`src/rtl/serial_sub_pkg.sv`:
```
`default_nettype none
// ============================================================================
// Module      : serial_sub_pkg
// Description : Shared definitions for the bit-serial subtractor: FSM state
//               encoding, default operand width and bit-counter sizing.
// Revision    : 1.0 - initial release
// ============================================================================
package serial_sub_pkg;

    localparam int c_DEFAULT_WIDTH = 8;

    typedef enum logic [1:0] {
        IDLE = 2'd0,
        RUN  = 2'd1,
        DONE = 2'd2
    } state_t;

    // Bit counter must index 0..w-1; never narrower than one bit.
    function automatic int cnt_width(input int w);
        return (w < 2) ? 1 : $clog2(w);
    endfunction

endpackage : serial_sub_pkg
`default_nettype wire

```
`src/rtl/full_adder.sv`:
```
`default_nettype none
// ============================================================================
// Module      : full_adder
// Description : Single-bit full adder cell.
//               Ports: a, b, cin (inputs)  -> s (sum), cout (carry out)
// Revision    : 1.0 - initial release
// ============================================================================
module full_adder (
    input  logic a,
    input  logic b,
    input  logic cin,
    output logic s,
    output logic cout
);

    assign s    = a ^ b ^ cin;
    assign cout = (a & b) | (a & cin) | (b & cin);

endmodule : full_adder
`default_nettype wire

```
`src/rtl/serial_sub_8bit.sv`:
```
`default_nettype none
// ============================================================================
// Module      : serial_sub_8bit
// Description : Bit-serial subtractor computing d = a - b - bin as
//               a + ~b + ~bin, LSB first, one bit per clock through a single
//               full-adder cell and a one-bit carry register.
//   Ports:
//     clk   - clock, rising edge
//     rst   - synchronous active-high reset
//     start - request, honoured only in IDLE or DONE
//     a, b  - minuend / subtrahend (WIDTH bits), captured on acceptance
//     bin   - borrow in, captured on acceptance
//     busy  - high while the serial operation runs
//     done  - one-cycle pulse, results valid
//     d     - difference modulo 2^WIDTH
//     bout  - borrow out (~c7)
//     c6    - carry into the MSB of the internal sum
//     c7    - carry out of the MSB of the internal sum
//     ovf   - signed overflow (c6 ^ c7)
// Revision    : 1.0 - initial release
// ============================================================================
module serial_sub_8bit
    import serial_sub_pkg::*;
#(
    parameter int WIDTH = c_DEFAULT_WIDTH
) (
    input  logic             clk,
    input  logic             rst,
    input  logic             start,
    input  logic [WIDTH-1:0] a,
    input  logic [WIDTH-1:0] b,
    input  logic             bin,
    output logic             busy,
    output logic             done,
    output logic [WIDTH-1:0] d,
    output logic             bout,
    output logic             c6,
    output logic             c7,
    output logic             ovf
);

    localparam int                CNT_W  = cnt_width(WIDTH);
    localparam logic [CNT_W-1:0]  c_LAST = CNT_W'(WIDTH - 1);

    state_t             state_q, state_d;
    logic [WIDTH-1:0]   a_q, a_d;
    logic [WIDTH-1:0]   nb_q, nb_d;      // inverted subtrahend
    logic [WIDTH-1:0]   acc_q, acc_d;    // sum bits shifted in from the top
    logic [WIDTH-1:0]   d_q, d_d;
    logic [CNT_W-1:0]   cnt_q, cnt_d;
    logic               carry_q, carry_d;
    logic               bout_q, bout_d;
    logic               c6_q, c6_d;
    logic               c7_q, c7_d;
    logic               ovf_q, ovf_d;

    logic               w_fa_a;
    logic               w_fa_b;
    logic               w_sum;
    logic               w_cout;

    assign w_fa_a = a_q[cnt_q];
    assign w_fa_b = nb_q[cnt_q];

    full_adder u_fa (
        .a    (w_fa_a),
        .b    (w_fa_b),
        .cin  (carry_q),
        .s    (w_sum),
        .cout (w_cout)
    );

    always_comb begin
        state_d = state_q;
        a_d     = a_q;
        nb_d    = nb_q;
        acc_d   = acc_q;
        d_d     = d_q;
        cnt_d   = cnt_q;
        carry_d = carry_q;
        bout_d  = bout_q;
        c6_d    = c6_q;
        c7_d    = c7_q;
        ovf_d   = ovf_q;

        case (state_q)
            IDLE, DONE: begin
                if (start) begin
                    a_d     = a;
                    nb_d    = ~b;
                    carry_d = ~bin;
                    acc_d   = '0;
                    cnt_d   = '0;
                    state_d = RUN;
                end else begin
                    state_d = IDLE;
                end
            end
            RUN: begin
                acc_d   = {w_sum, acc_q[WIDTH-1:1]};
                carry_d = w_cout;
                cnt_d   = cnt_q + 1'b1;
                if (cnt_q == c_LAST) begin
                    // Final bit: publish the result and the MSB carries.
                    d_d     = {w_sum, acc_q[WIDTH-1:1]};
                    c6_d    = carry_q;
                    c7_d    = w_cout;
                    ovf_d   = carry_q ^ w_cout;
                    bout_d  = ~w_cout;
                    cnt_d   = '0;
                    state_d = DONE;
                end
            end
            default: state_d = IDLE;
        endcase
    end

    always_ff @(posedge clk) begin
        if (rst) begin
            state_q <= IDLE;
            a_q     <= '0;
            nb_q    <= '0;
            acc_q   <= '0;
            d_q     <= '0;
            cnt_q   <= '0;
            carry_q <= 1'b0;
            bout_q  <= 1'b0;
            c6_q    <= 1'b0;
            c7_q    <= 1'b0;
            ovf_q   <= 1'b0;
        end else begin
            state_q <= state_d;
            a_q     <= a_d;
            nb_q    <= nb_d;
            acc_q   <= acc_d;
            d_q     <= d_d;
            cnt_q   <= cnt_d;
            carry_q <= carry_d;
            bout_q  <= bout_d;
            c6_q    <= c6_d;
            c7_q    <= c7_d;
            ovf_q   <= ovf_d;
        end
    end

    assign busy = (state_q == RUN);
    assign done = (state_q == DONE);
    assign d    = d_q;
    assign bout = bout_q;
    assign c6   = c6_q;
    assign c7   = c7_q;
    assign ovf  = ovf_q;

endmodule : serial_sub_8bit
`default_nettype wire

```
`config.mk`:
```
export PLATFORM = sky130hd
export DESIGN_NAME = serial_sub_8bit
export DESIGN_NICKNAME = d
export VERILOG_FILES = /design/src/rtl/serial_sub_pkg.sv /design/src/rtl/full_adder.sv /design/src/rtl/serial_sub_8bit.sv
export SDC_FILE = /design/constraint.sdc
export NUM_CORES = 1
export LEC_CHECK = 0
export CORE_MARGIN = 3
export CORE_UTILIZATION = 50
export CTS_CLUSTER_DIAMETER = 30
export DETAILED_ROUTE_END_ITERATION = 7
export MAX_ROUTING_LAYER = met4
export PLACE_DENSITY = 0.89
export SETUP_SLACK_MARGIN = 0.15
export SYNTH_ARGS = -nofsm -noshare
export SYNTH_HDL_FRONTEND = slang
export SYNTH_SLANG_ARGS = --single-unit
export TNS_END_PERCENT = 30
```
`constraint.sdc`:
```
create_clock -name clk -period 2.35 [get_ports clk]
set_clock_uncertainty 0.1 [all_clocks]
set_input_delay 0.47 -clock clk [delete_from_list [all_inputs] [get_ports clk]]
set_output_delay 0.47 -clock clk [all_outputs]
set_load 0.03 [all_outputs]
```
==> reports/qor.csv, run 1 <==
stage,metric,value,unit
power,p_total,1.22,mW
run_status,status,"finished, final reports clean",
yosys,synth_seq_cells,41,
yosys,synth_top_area_share,49.9,%
layout,fill_cells,290,
clocking,cts_root_buf,clkbuf_4,
worst_setup_path,critical-path-max-stage-delay,0.68,ns
job,cap_violations,0,
placement,port_buffers,33,
placement,gp_congestion,0.789,
power,irDropWorstVdd,0.000419,V
layout,nets,237,
hold_path,worstHoldPathType,flop to flop,
yosys,synth_cell_types,25,
floorplan,dieArea,4010,um^2
yosys,synth_area_per_cell,8.94,um^2
yosys,yosys.area.top_type,dfxtp_1,
worst_setup_path,crit_arrival,1.58,ns
route,vias,1339,
power,power_density,596,nW/um^2
clocking,cts_buffer_depth,2,
route,drtPass1Iterations,4,
timing,finalCritPeriodShare,91.4,%
timing,min_period,2.15,ns
timing,max_freq,465,MHz
timing,setup_viol,0,
timing,rsz0062_at_grt,yes,
route,totalWireLength,3.11,mm
worst_setup_path,crit_family,buffers and inverters,
timing,tns,0,ns
global_routing,antenna_found_initial,0,
yosys,syn-cell-area,1640,um^2
route,ant_nets,0,
global_routing,grt_pass1_vias,1225,
worst_setup_path,crit_slowest_cell,clkdlybuf4s50_1,
clocking,cts_resized,1,
clocking,tritoncts,built,
layout,ff_latch_area,822,um^2
worst_setup_path,critPathLaunchType,flop,
yosys,synth_area_leaders,"dfxtp_1 (50%), nand2_1 (10%), a21oi_1 (8.5%)",
layout,fin_cells,259,
power,leakage,0.725,nW
floorplan,fp.dieW,63.3,um
layout,post-route-util,65.8,%
route,drcViolationCount,0,
yosys,synth_nets,207,
route,drt_iter0_markers,76,
clocking,post_cts_buffers,0,
global_routing,track_usage,17.4,%
floorplan,ios,34,
yosys,yosysWarnings,0,
floorplan,rows,20,
worst_setup_path,cp.buffers_inverters,1,
clocking,clk_pin_slew,0.11,ns
worst_setup_path,cp_max_fo,5,
layout,drive_gt1_share,5.12,%
layout,multiInputGateArea,737,um^2
floorplan,fp.dieH,63.3,um
worst_setup_path,cp.required,1.78,ns
clocking,hold_buffers,0,
global_routing,grt_max_degree,42,
timing,slew_headroom,69.9,%
worst_setup_path,end_kind,output pin,
clocking,htree_levels,2,
timing,finalMaxSlewViolations,0,
timing,tightestPinTransition,0.451,ns
floorplan,design.core.area,3100,um^2
layout,num_antenna_cells,0,
global_routing,grt_pass1_wl,5.27,mm
yosys,syn_inst,184,
floorplan,start_util,53.0,%
route,wl_per_cell,12.0,um
placement,preCtsSetupSlack,0.145,ns
yosys,yosysSeqAreaShare,49.9,%
clocking,clock-sinks,41,
placement,dpl.hpwl,2.12,mm
worst_setup_path,critical_path_class,flop to output pin,
route,vias_per_cell,5.17,
placement,dp_cells,251,
timing,hold_violations,0,
global_routing,grt_overflow,0,
timing,setup_ws,0.201,ns
clocking,cts_made_buffers,5,
clocking,clk_latency,0.34,ns
layout,area_growth,24.1,%
worst_setup_path,path_cells,nor2b_1 -> clkdlybuf4s50_1,
-- state kept, by name, summed over array words and instances, names as in the netlist --
name and cells:
bout 1, acc_q 7, nb_q 8, cnt_q 3, c7 1, d 8
carry_q 1, c6 1, a_q 8, ovf 1, state_q 2
-- cell families (layout without fill, tap and decap cells) --
family / after synthesis / count (layout) / synth area share, %
and+or+nand+nor: 75 / 75 / 19.5
buffers and inverters: 17 / 48 / 5.25
xor gates and xnor gates: 1 / 1 / 0.533
DFF: 41 / 41 / 49.9
AOI/OAI and AO/OA: 41 / 41 / 14.5
adders and majority gates: 3 / 3 / 2.74
muxes: 6 / 6 / 7.61
-- cells in the mapped netlist --
| master | number |
|---|---|
| buf_4 | 2 |
| nand3_1 | 10 |
| inv_1 | 1 |
| nand3b_1 | 1 |
| dfxtp_1 | 41 |
| buf_6 | 1 |
| mux2i_1 | 2 |
| nor2_1 | 13 |
| o21a_1 | 1 |
| a211oi_1 | 10 |
| nand2_1 | 44 |
| a21oi_1 | 28 |
| and3b_1 | 1 |
| nand2b_1 | 3 |
| mux4_1 | 4 |
| nor2b_1 | 2 |
| xnor2_1 | 1 |
| a31oi_1 | 1 |
| ha_1 | 2 |
| o22a_1 | 1 |
| clkbuf_1 | 6 |
| clkinv_1 | 1 |
| nor4b_1 | 1 |
| buf_2 | 6 |
| fa_1 | 1 |
-- cell usage in the layout (no fill, tap or decap), types with 2 or more instances in the layout --
cell type	instances
nand2b_1	3
ha_1	2
dfxtp_1	40
a211oi_1	10
a21oi_1	28
buf_4	5
clkdlybuf4s50_1	32
nor2b_1	2
nand2_1	44
nor2_1	13
clkbuf_1	3
mux4_1	4
nand3_1	10
clkbuf_4	5
mux2i_1	2
-- metrics by stage --
step                hold slack, ns  cell area (um^2)
finish                       0.359              2040
global route                 0.378              2040
global placement             0.340              1990
floorplan                    0.332              1640
CTS                          0.359              2040
detailed placement           0.345              1990
-- report_power, final --
part | leakage (nW) | switching, mW | internal, mW
combinational | 0.364 | 0.0709 | 0.0763
clock | 0.0265 | 0.210 | 0.119
sequential | 0.334 | 0.0188 | 0.721
-- area by class of cell --
type	instances	share of cell area (%)
flip-flops and latches	41	40.3
multi-input cells	126	36.1
repair buffers	38	18.1
well taps	44	2.70
clock buffers	8	2.39
inverters	2	0.368
-- worst register-to-register path, delay by kind of cell, from the launching register on --
kind	cells	cell delay [ns]
flip-flops	1	0.43
AND/OR/NAND/NOR	1	0.16
multiplexers	2	0.79
adder cells (fa/ha/maj)	1	0.46
AO/OA/AOI/OAI	1	0.10
-- metal layers --
layer	part of all wire, %	GRT usage, %
met5	0	-
met4	2.2	9.16
met3	5.0	6.60
met2	49	27.2
met1	44	19.3
-- worst paths after layout --
kind	from	endpoint	slack [ns]	cells past startpoint
max	state_q[1]	done	0.20	2
min	ovf	ovf	0.36	2
max reg2reg	cnt_q[0]	acc_q[7]	0.26	5
min reg2reg	ovf	ovf	0.36	2
Power figures use the tool's default switching activity.
==> run 2: changes to the inputs <==
CTS_BUF_LIST = sky130_fd_sc_hd__clkbuf_8 sky130_fd_sc_hd__clkbuf_16   (was default)
GPL_TIMING_DRIVEN = 1   (was default)
==> reports/qor.csv, run 2 (synthesis gave the netlist of run 1 again) <==
stage,metric,value,unit
route,drtPass1Iterations,5,
hold_path,whs_path_depth,2,
clocking,htree_levels,2,
clocking,clk_pin_slew,0.07,ns
timing,tightestPinTransition,0.458,ns
placement,gp_congestion,0.789,
timing,setup_viol,0,
route,ant_nets,0,
layout,ff_latch_area,822,um^2
power,irDropWorstVdd,0.000396,V
clocking,clk_latency,0.29,ns
clocking,cts_buffer_depth,2,
clocking,cts_made_buffers,5,
worst_setup_path,critical_path_class,flop to flop,
layout,num_antenna_cells,0,
layout,fin_cells,259,
global_routing,track_usage,17.3,%
timing,tns,0,ns
route,wl_per_cell,11.9,um
layout,multiInputGateArea,737,um^2
global_routing,grt_overflow,0,
timing,finalCritPeriodShare,89.0,%
worst_setup_path,r2r-start,cnt_q[0],
layout,nets,237,
layout,area_growth,26.0,%
floorplan,ios,34,
worst_setup_path,cp_max_fo,7,
route,vias,1331,
worst_setup_path,worstReg2RegEnd,acc_q[7],
floorplan,dieArea,4010,um^2
worst_setup_path,crit_arrival,2.22,ns
floorplan,fp.dieH,63.3,um
worst_setup_path,end_kind,flop,
placement,dp_cells,251,
floorplan,fp.dieW,63.3,um
hold_path,worstHoldPathType,flop to flop,
layout,post-route-util,66.8,%
placement,dpl.hpwl,2.12,mm
worst_setup_path,r2r_setup_slack,0.26,ns
floorplan,start_util,53.0,%
power,p_total,1.31,mW
route,vias_per_cell,5.14,
route,drcViolationCount,0,
hold_path,min_from,d[5],
worst_setup_path,r2r_cells,5,
power,power_density,631,nW/um^2
global_routing,grt_pass1_wl,5.23,mm
worst_setup_path,cp.required,2.48,ns
clocking,clock-sinks,41,
global_routing,grt_max_degree,42,
layout,fin_area,2070,um^2
placement,port_buffers,33,
layout,layout_commonest_cell,nand2_1,
global_routing,grt_pass1_vias,1212,
floorplan,design.core.area,3100,um^2
layout,layout_common_cells,"nand2_1 (44), dfxtp_1 (40), clkdlybuf4s50_1 (32), a21oi_1 (28), nor2_1 (13)",
timing,finalMaxSlewViolations,0,
floorplan,rows,20,
global_routing,antenna_found_initial,0,
worst_setup_path,critPathLaunchType,flop,
run_status,status,"finished, final reports clean",
clocking,tritoncts,built,
layout,fill_cells,287,
placement,placed_area,1990,um^2
timing,rsz0062_at_grt,no,
timing,min_period,2.09,ns
hold_path,hold_end,d[5],
timing,hold_violations,0,
clocking,post_cts_buffers,0,
job,cap_violations,0,
layout,drive_gt1_share,5.12,%
route,totalWireLength,3.09,mm
clocking,cts_root_buf,clkbuf_8,
timing,max_freq,478,MHz
timing,slew_headroom,69.5,%
power,leakage,0.750,nW
route,drt_iter0_markers,77,
[run 2: layout make-up]
type / count / share of cell area (%)
clock inverter: 3 / 0.543
inverter: 2 / 0.362
multi-input combinational: 126 / 35.6
sequential: 41 / 39.7
tap: 44 / 2.66
timing repair buffer: 38 / 17.9
clock buffer: 5 / 3.32
[run 2: worst max-delay path by stage]
stage / start / endpoint / slack, ns
floorplan: cnt_q[0] / acc_q[7] / 0.32
global placement: cnt_q[0] / acc_q[7] / 0.25
detailed placement: cnt_q[0] / acc_q[7] / 0.15
CTS: state_q[0] / busy / 0.22
global route: state_q[1] / done / 0.18
finish: cnt_q[0] / acc_q[7] / 0.26
[run 2: per-layer routing]
layer / up-vias / global-route usage, % / share of wire (%)
met1: 606 / 18.2 / 43
met2: 34 / 28.3 / 50
li1: 684 / - / -
met5: - / - / 0
met3: 7 / 6.77 / 5.1
met4: 0 / 8.63 / 2.0
[run 2: where the power goes]
part | switching [mW] | internal [mW] | total [mW]
sequential | 0.0190 | 0.721 | 0.740
combinational | 0.0699 | 0.0761 | 0.146
clock | 0.223 | 0.198 | 0.420
[run 2: repair_timing]
| item | 4_1_cts | 5_1_grt |
|---|---|---|
| hold buffers | 0 | 0 |
| setup endpoints to repair | 1 | 1 |
| resized for setup | 1 | 1 |
[run 2: critical path: stages (launching register included)]
cell and delay, ns:
dfxtp_2 0.41, mux4_1 0.58, mux2i_1 0.21, fa_1 0.46, nand2b_1 0.16, a21oi_1 0.11
[run 2: through the flow]
stage	worst slack, ns	hold WS [ns]
after floorplan	0.321	0.332
after global placement	0.250	0.340
after detailed placement	0.145	0.345
after CTS	0.224	0.354
after global routing	0.183	0.371
final	0.258	0.353
==> run 3: changes to the inputs <==
SLEW_MARGIN = 30   (was default)
==> results of run 3 <==
The final DEF is identical to that of run 2; final timing and power are the same.
